<file path="src/rtl/ram_rr_arbiter.sv">
`default_nettype none
// ============================================================================
// Module      : ram_rr_arbiter
// Description : Round-robin arbiter sharing one single-port RAM between two
//               requesters. The current owner keeps the RAM for up to
//               MAX_BURST consecutive grants while the other side waits.
//               Read data is returned one cycle after the grant.
// Revision    : 1.0 - initial release
// ============================================================================
module ram_rr_arbiter #(
    parameter int ADDR_W    = 5,
    parameter int DATA_W    = 16,
    parameter int MAX_BURST = 4
) (
    input  logic              clk,
    input  logic              reset,
    input  logic              req0,
    input  logic              req1,
    input  logic              we0,
    input  logic              we1,
    input  logic [ADDR_W-1:0] addr0,
    input  logic [ADDR_W-1:0] addr1,
    input  logic [DATA_W-1:0] wdata0,
    input  logic [DATA_W-1:0] wdata1,
    output logic              gnt0,
    output logic              gnt1,
    output logic              rvalid0,
    output logic              rvalid1,
    output logic [DATA_W-1:0] rdata0,
    output logic [DATA_W-1:0] rdata1,
    output logic [ADDR_W-1:0] ram_waddr,
    output logic [ADDR_W-1:0] ram_raddr,
    output logic [DATA_W-1:0] ram_wdata,
    output logic              ram_wr,
    output logic              ram_rd,
    input  logic [DATA_W-1:0] ram_rdata
);

    localparam logic [3:0] C_MAX_BURST = 4'(MAX_BURST);

    // Arbitration state. last_owner_q resets to requester 1 so that the
    // round-robin pointer favours requester 0 first. fresh_q marks "no grant
    // since reset": while set, a contention goes to the requester after
    // last_owner (requester 0) instead of being kept by the nominal owner.
    logic       last_owner_q;
    logic [3:0] burst_cnt_q;
    logic       fresh_q;

    logic       w_gnt0;
    logic       w_gnt1;
    logic       w_owner_keeps;

    // Grant decision: single requester wins outright; under contention the
    // owner keeps the RAM until its burst allowance is used up.
    always_comb begin
        w_gnt0        = 1'b0;
        w_gnt1        = 1'b0;
        w_owner_keeps = (burst_cnt_q < C_MAX_BURST) && !fresh_q;
        if (!reset) begin
            if (req0 && req1) begin
                if (w_owner_keeps) begin
                    w_gnt0 = ~last_owner_q;
                    w_gnt1 =  last_owner_q;
                end else begin
                    w_gnt0 =  last_owner_q;
                    w_gnt1 = ~last_owner_q;
                end
            end else begin
                w_gnt0 = req0;
                w_gnt1 = req1;
            end
        end
    end

    assign gnt0 = w_gnt0;
    assign gnt1 = w_gnt1;

    // RAM port mux: granted requester's fields, zeros when idle or in reset.
    always_comb begin
        ram_waddr = '0;
        ram_raddr = '0;
        ram_wdata = '0;
        ram_wr    = 1'b0;
        ram_rd    = 1'b0;
        if (w_gnt0) begin
            ram_waddr = addr0;
            ram_raddr = addr0;
            ram_wdata = wdata0;
            ram_wr    = we0;
            ram_rd    = ~we0;
        end else if (w_gnt1) begin
            ram_waddr = addr1;
            ram_raddr = addr1;
            ram_wdata = wdata1;
            ram_wr    = we1;
            ram_rd    = ~we1;
        end
    end

    // Ownership and burst counter update; counter saturates at MAX_BURST and
    // clears on any idle cycle.
    always_ff @(posedge clk) begin
        if (reset) begin
            last_owner_q <= 1'b1;
            burst_cnt_q  <= 4'd0;
            fresh_q      <= 1'b1;
        end else if (w_gnt0 || w_gnt1) begin
            fresh_q <= 1'b0;
            if (w_gnt1 == last_owner_q) begin
                if (burst_cnt_q < C_MAX_BURST) begin
                    burst_cnt_q <= burst_cnt_q + 4'd1;
                end
            end else begin
                last_owner_q <= w_gnt1;
                burst_cnt_q  <= 4'd1;
            end
        end else begin
            burst_cnt_q <= 4'd0;
        end
    end

    // Read return: capture RAM data for a granted read, one-cycle rvalid.
    always_ff @(posedge clk) begin
        if (reset) begin
            rvalid0 <= 1'b0;
            rvalid1 <= 1'b0;
            rdata0  <= '0;
            rdata1  <= '0;
        end else begin
            rvalid0 <= w_gnt0 & ~we0;
            rvalid1 <= w_gnt1 & ~we1;
            if (w_gnt0 && !we0) begin
                rdata0 <= ram_rdata;
            end
            if (w_gnt1 && !we1) begin
                rdata1 <= ram_rdata;
            end
        end
    end

endmodule
`default_nettype wire

</file>
<file path="config.mk">
export PLATFORM = sky130hd
export DESIGN_NAME = ram_rr_arbiter
export DESIGN_NICKNAME = d
export VERILOG_FILES = /design/src/rtl/ram_rr_arbiter.sv
export SDC_FILE = /design/constraint.sdc
export NUM_CORES = 1
export LEC_CHECK = 0
export ABC_CLOCK_PERIOD_IN_PS = 5150
export BUFFER_PORTS_ARGS = -buffer_cell sky130_fd_sc_hd__buf_2
export CORE_UTILIZATION = 31
export CTS_BUF_LIST = sky130_fd_sc_hd__clkbuf_2 sky130_fd_sc_hd__clkbuf_4 sky130_fd_sc_hd__clkbuf_8
export DETAILED_ROUTE_END_ITERATION = 6
export PLACE_DENSITY = 0.62
export SLEW_MARGIN = 0
export SYNTH_ARGS = -nofsm -noshare
export SYNTH_HDL_FRONTEND = slang
export SYNTH_SLANG_ARGS = --single-unit
</file>
<file path="constraint.sdc">
create_clock -name clk -period 5.15 [get_ports clk]
set_clock_uncertainty 0.2 [all_clocks]
set_input_delay 0.515 -clock clk [delete_from_list [all_inputs] [get_ports clk]]
set_output_delay 0.515 -clock clk [all_outputs]
set_load 0.02 [all_outputs]
</file>
==> flow_summary_export.csv <==
group,metric,value,unit
status,status,"finished, final reports clean",
grt,grt_pass1_vias,2238,
clock_network,cts_buffer_depth,2,
synthesis,synth_top_cell_by_area,"dfxtp_1",
worst_hold_path,hp-start,"we0",
worst_hold_path,min_path_type,"primary input to register",
timing,max_freq,314,MHz
grt,grt_pass1_wl,10.5,mm
synthesis,syn_area_per_cell,9.06,sq um
cells_and_area,multi_input_area,1390,sq um
synthesis,ys_top_cells_by_count,"nand2b_1 (49), dfxtp_1 (40), mux2i_1 (33)",
worst_setup_path,worstRegToRegCells,3,
clock_network,cts_tree,"done",
synthesis,synth.top_cell.area_share,0.335,
worst_setup_path,r2r_setup_slack,2.33,ns
clock_network,clkSlewWorstSetupHoldPaths,0.07,ns
synthesis,syn_inst,264,
worst_setup_path,crit_path_max_incr_delay,0.49,ns
timing,max_slew.worst_pin.slew,1.07,ns
worst_setup_path,worstPathMaxFanout,30,
cells_and_area,fillers,754,
pwr,finalPower,0.726,mW
cells_and_area,drive_gt1_frac,0.391,
clock_network,cts.sinks,40,
timing,tns,0,ns
routing,drc,0,
routing,vias,2373,
synthesis,ys_seq_area_frac,0.335,
worst_setup_path,cp-end-kind,"primary output",
timing,worst_slack,1.96,ns
run,max_cap_violations,0,
routing,vias_per_cell,5.16,
clock_network,cts-htree-levels,2,
routing,wl,6.60,mm
worst_hold_path,worstHoldEndpoint,"rvalid0$_SDFF_PP0_",
timing,rsz0062_at_grt,"false",
placed_design,dp_slack,2.00,ns
clock_network,clock-root-buffer,"clkbuf_8",
synthesis,syn-num-nets,329,
routing,drt_iter0_drc,149,
floorplan,rows,31,
synthesis,synthDistinctLibCells,31,
worst_hold_path,hold_depth,2,
synthesis,syn_area,2390,sq um
grt,grt_usage,0.157,
worst_setup_path,cp.arrival,2.47,ns
cells_and_area,finish.utilization,0.417,
worst_setup_path,cp_data_required_time,4.43,ns
clock_network,postCtsSetupBuffers,0,
worst_setup_path,path_common_cell,"buf_2",
placed_design,io_buffer_count,127,
timing,hold_viol,0,
floorplan,start_util,0.325,
clock_network,worstSkewPairLatency,0.28,ns
floorplan,die_h,89.8,microns
routing,drt_pass1_iterations,4,
synthesis,ys_async_sr_fraction,0,
synthesis,synth_edf_count,0,
clock_network,holdBufCountCts,0,
floorplan,dieArea,8070,sq um
floorplan,core,7370,sq um
grt,grt_max_degree,80,
worst_setup_path,r2r_end,"rdata1[4]$_SDFFE_PP0P_",
cells_and_area,area_delta_synth_final,28.3,%
worst_setup_path,critPathBufInv,4,
worst_setup_path,crit_chain,"buf_2 > inv_1 > o311ai_4 > buf_4 > a21oi_1 > buf_2",
timing,fin_crit,3.19,ns
cells_and_area,antennaDiodeCount,0,
timing,setup_viol,0,
worst_setup_path,crit_type,"primary input to primary output",
routing,ant_nets,0,
placed_design,dpl.hpwl,4.65,mm
floorplan,chipWidth,89.8,microns
grt,grt.overflow.total,0,
cells_and_area,final_nets,426,
worst_setup_path,r2r-start,"last_owner_q$_SDFFE_PP1P_",
synthesis,post-synth-top-count-cell,"nand2b_1",
floorplan,ios,128,
timing,relSlewSlack,0.280,
timing,drv_slew,0,
timing,holdWs,0.219,ns
synthesis,synth_seq_cells,40,
clock_network,cts_buffers,5,
timing,period_share,0.619,
worst_setup_path,crit_family,"buffers and inverters",
pwr,pwr_density_cell,236,nW/um^2
worst_setup_path,crit_slowest_cell,"inv_1",
synthesis,synthTopCellsByArea,"dfxtp_1 (33%), mux2i_1 (14%), nand2b_1 (13%)",
pwr,peakVddDrop,0.0970,mV
placed_design,gp_congestion,0.733,
pwr,power_leakage,1.40,nW
synthesis,synth_ff_type,"dfxtp_1",
grt,antenna_found_initial,0,
clock_network,ctsResizeCount,0,
synthesis,ys_warn_count,0,
cells_and_area,seq_area,801,sq um
routing,wl_per_cell,14.3,microns
worst_setup_path,critPathLaunchType,"primary input",
-- metrics by stage --
| step | area (sq um) | cells |
|---|---|---|
| after global routing | 3070 | 460 |
| final | 3070 | 460 |
| after detailed placement | 2990 | 453 |
| after CTS | 3070 | 460 |
| after global placement | 2990 | 453 |
| after floorplan | 2390 | 264 |
-- layer usage --
layer / wire length, microns / GRT usage / vias up
li1: - / - / 1187
met1: 2920 / 0.202 / 1092
met2: 3190 / 0.258 / 78
met3: 337 / 0.0330 / 16
met4: 155 / 0.0574 / 0
met5: 0 / 0 / -
-- layout make-up --
type | instances | share of cell area
Multi-Input combinational cell | 180 | 0.453
Tap cell | 99 | 0.0403
Clock inverter | 1 | 0.00163
Timing Repair Buffer | 130 | 0.214
Sequential cell | 40 | 0.261
Inverter | 4 | 0.00489
Clock buffer | 6 | 0.0249
-- layout by cell type, fill, tap and decap left out --
cell type    n
a211o_1      1
a21o_1       1
a21oi_1     25
a221o_1      1
a311o_1      1
a311oi_1     1
buf_2      127
buf_4        3
clkbuf_4     1
clkbuf_8     5
clkinv_2     1
dfxtp_1     40
ha_1         1
inv_1        4
mux2i_1     33
nand2_1      1
nand2b_1    49
nor2_1       6
nor3_1       3
nor4_4       1
o2111a_1     1
o2111ai_1   23
o211ai_1     2
o21ai_0      2
o311ai_0    22
o311ai_2     1
o311ai_4     1
o31a_1       1
o31ai_1      1
or3_4        1
xnor2_1      1
-- how the worst max path moves through the flow --
stage / cells past startpoint / startpoint / slack, ns / end
final: 6 / req1 / 1.96 / ram_rd
after global routing: 6 / req1 / 1.80 / ram_rd
after CTS: 6 / req1 / 2.01 / ram_rd
after detailed placement: 6 / req1 / 2.00 / ram_rd
after global placement: 6 / req1 / 2.02 / ram_rd
after floorplan: 6 / burst_cnt_q[2]$_SDFFE_PP0N_ / 2.51 / ram_waddr[0]
-- flip-flops by register name, summed over array words and instances, names as in the netlist --
| name | count |
|---|---|
| burst_cnt_q | 4 |
| fresh_q | 1 |
| last_owner_q | 1 |
| rdata0 | 16 |
| rdata1 | 16 |
| rvalid0 | 1 |
| rvalid1 | 1 |
-- cells by family after synthesis --
kind of cell / Yosys count / synth area share
flops: 40 / 0.335
fa+ha+maj: 1 / 0.00523
buf+inv: 44 / 0.0947
xor+xnor: 1 / 0.00366
mux: 33 / 0.138
simple gates: 61 / 0.155
compound gates: 84 / 0.268
-- power breakdown --
part | leakage, nW | switching, mW | total [mW] | internal (mW)
combinational | 1.03 | 0.120 | 0.197 | 0.0766
sequential | 0.327 | 0.00977 | 0.335 | 0.325
clock | 0.0445 | 0.0967 | 0.194 | 0.0973
total | 1.40 | 0.227 | 0.726 | 0.499
(Power assumes the default switching activity.)
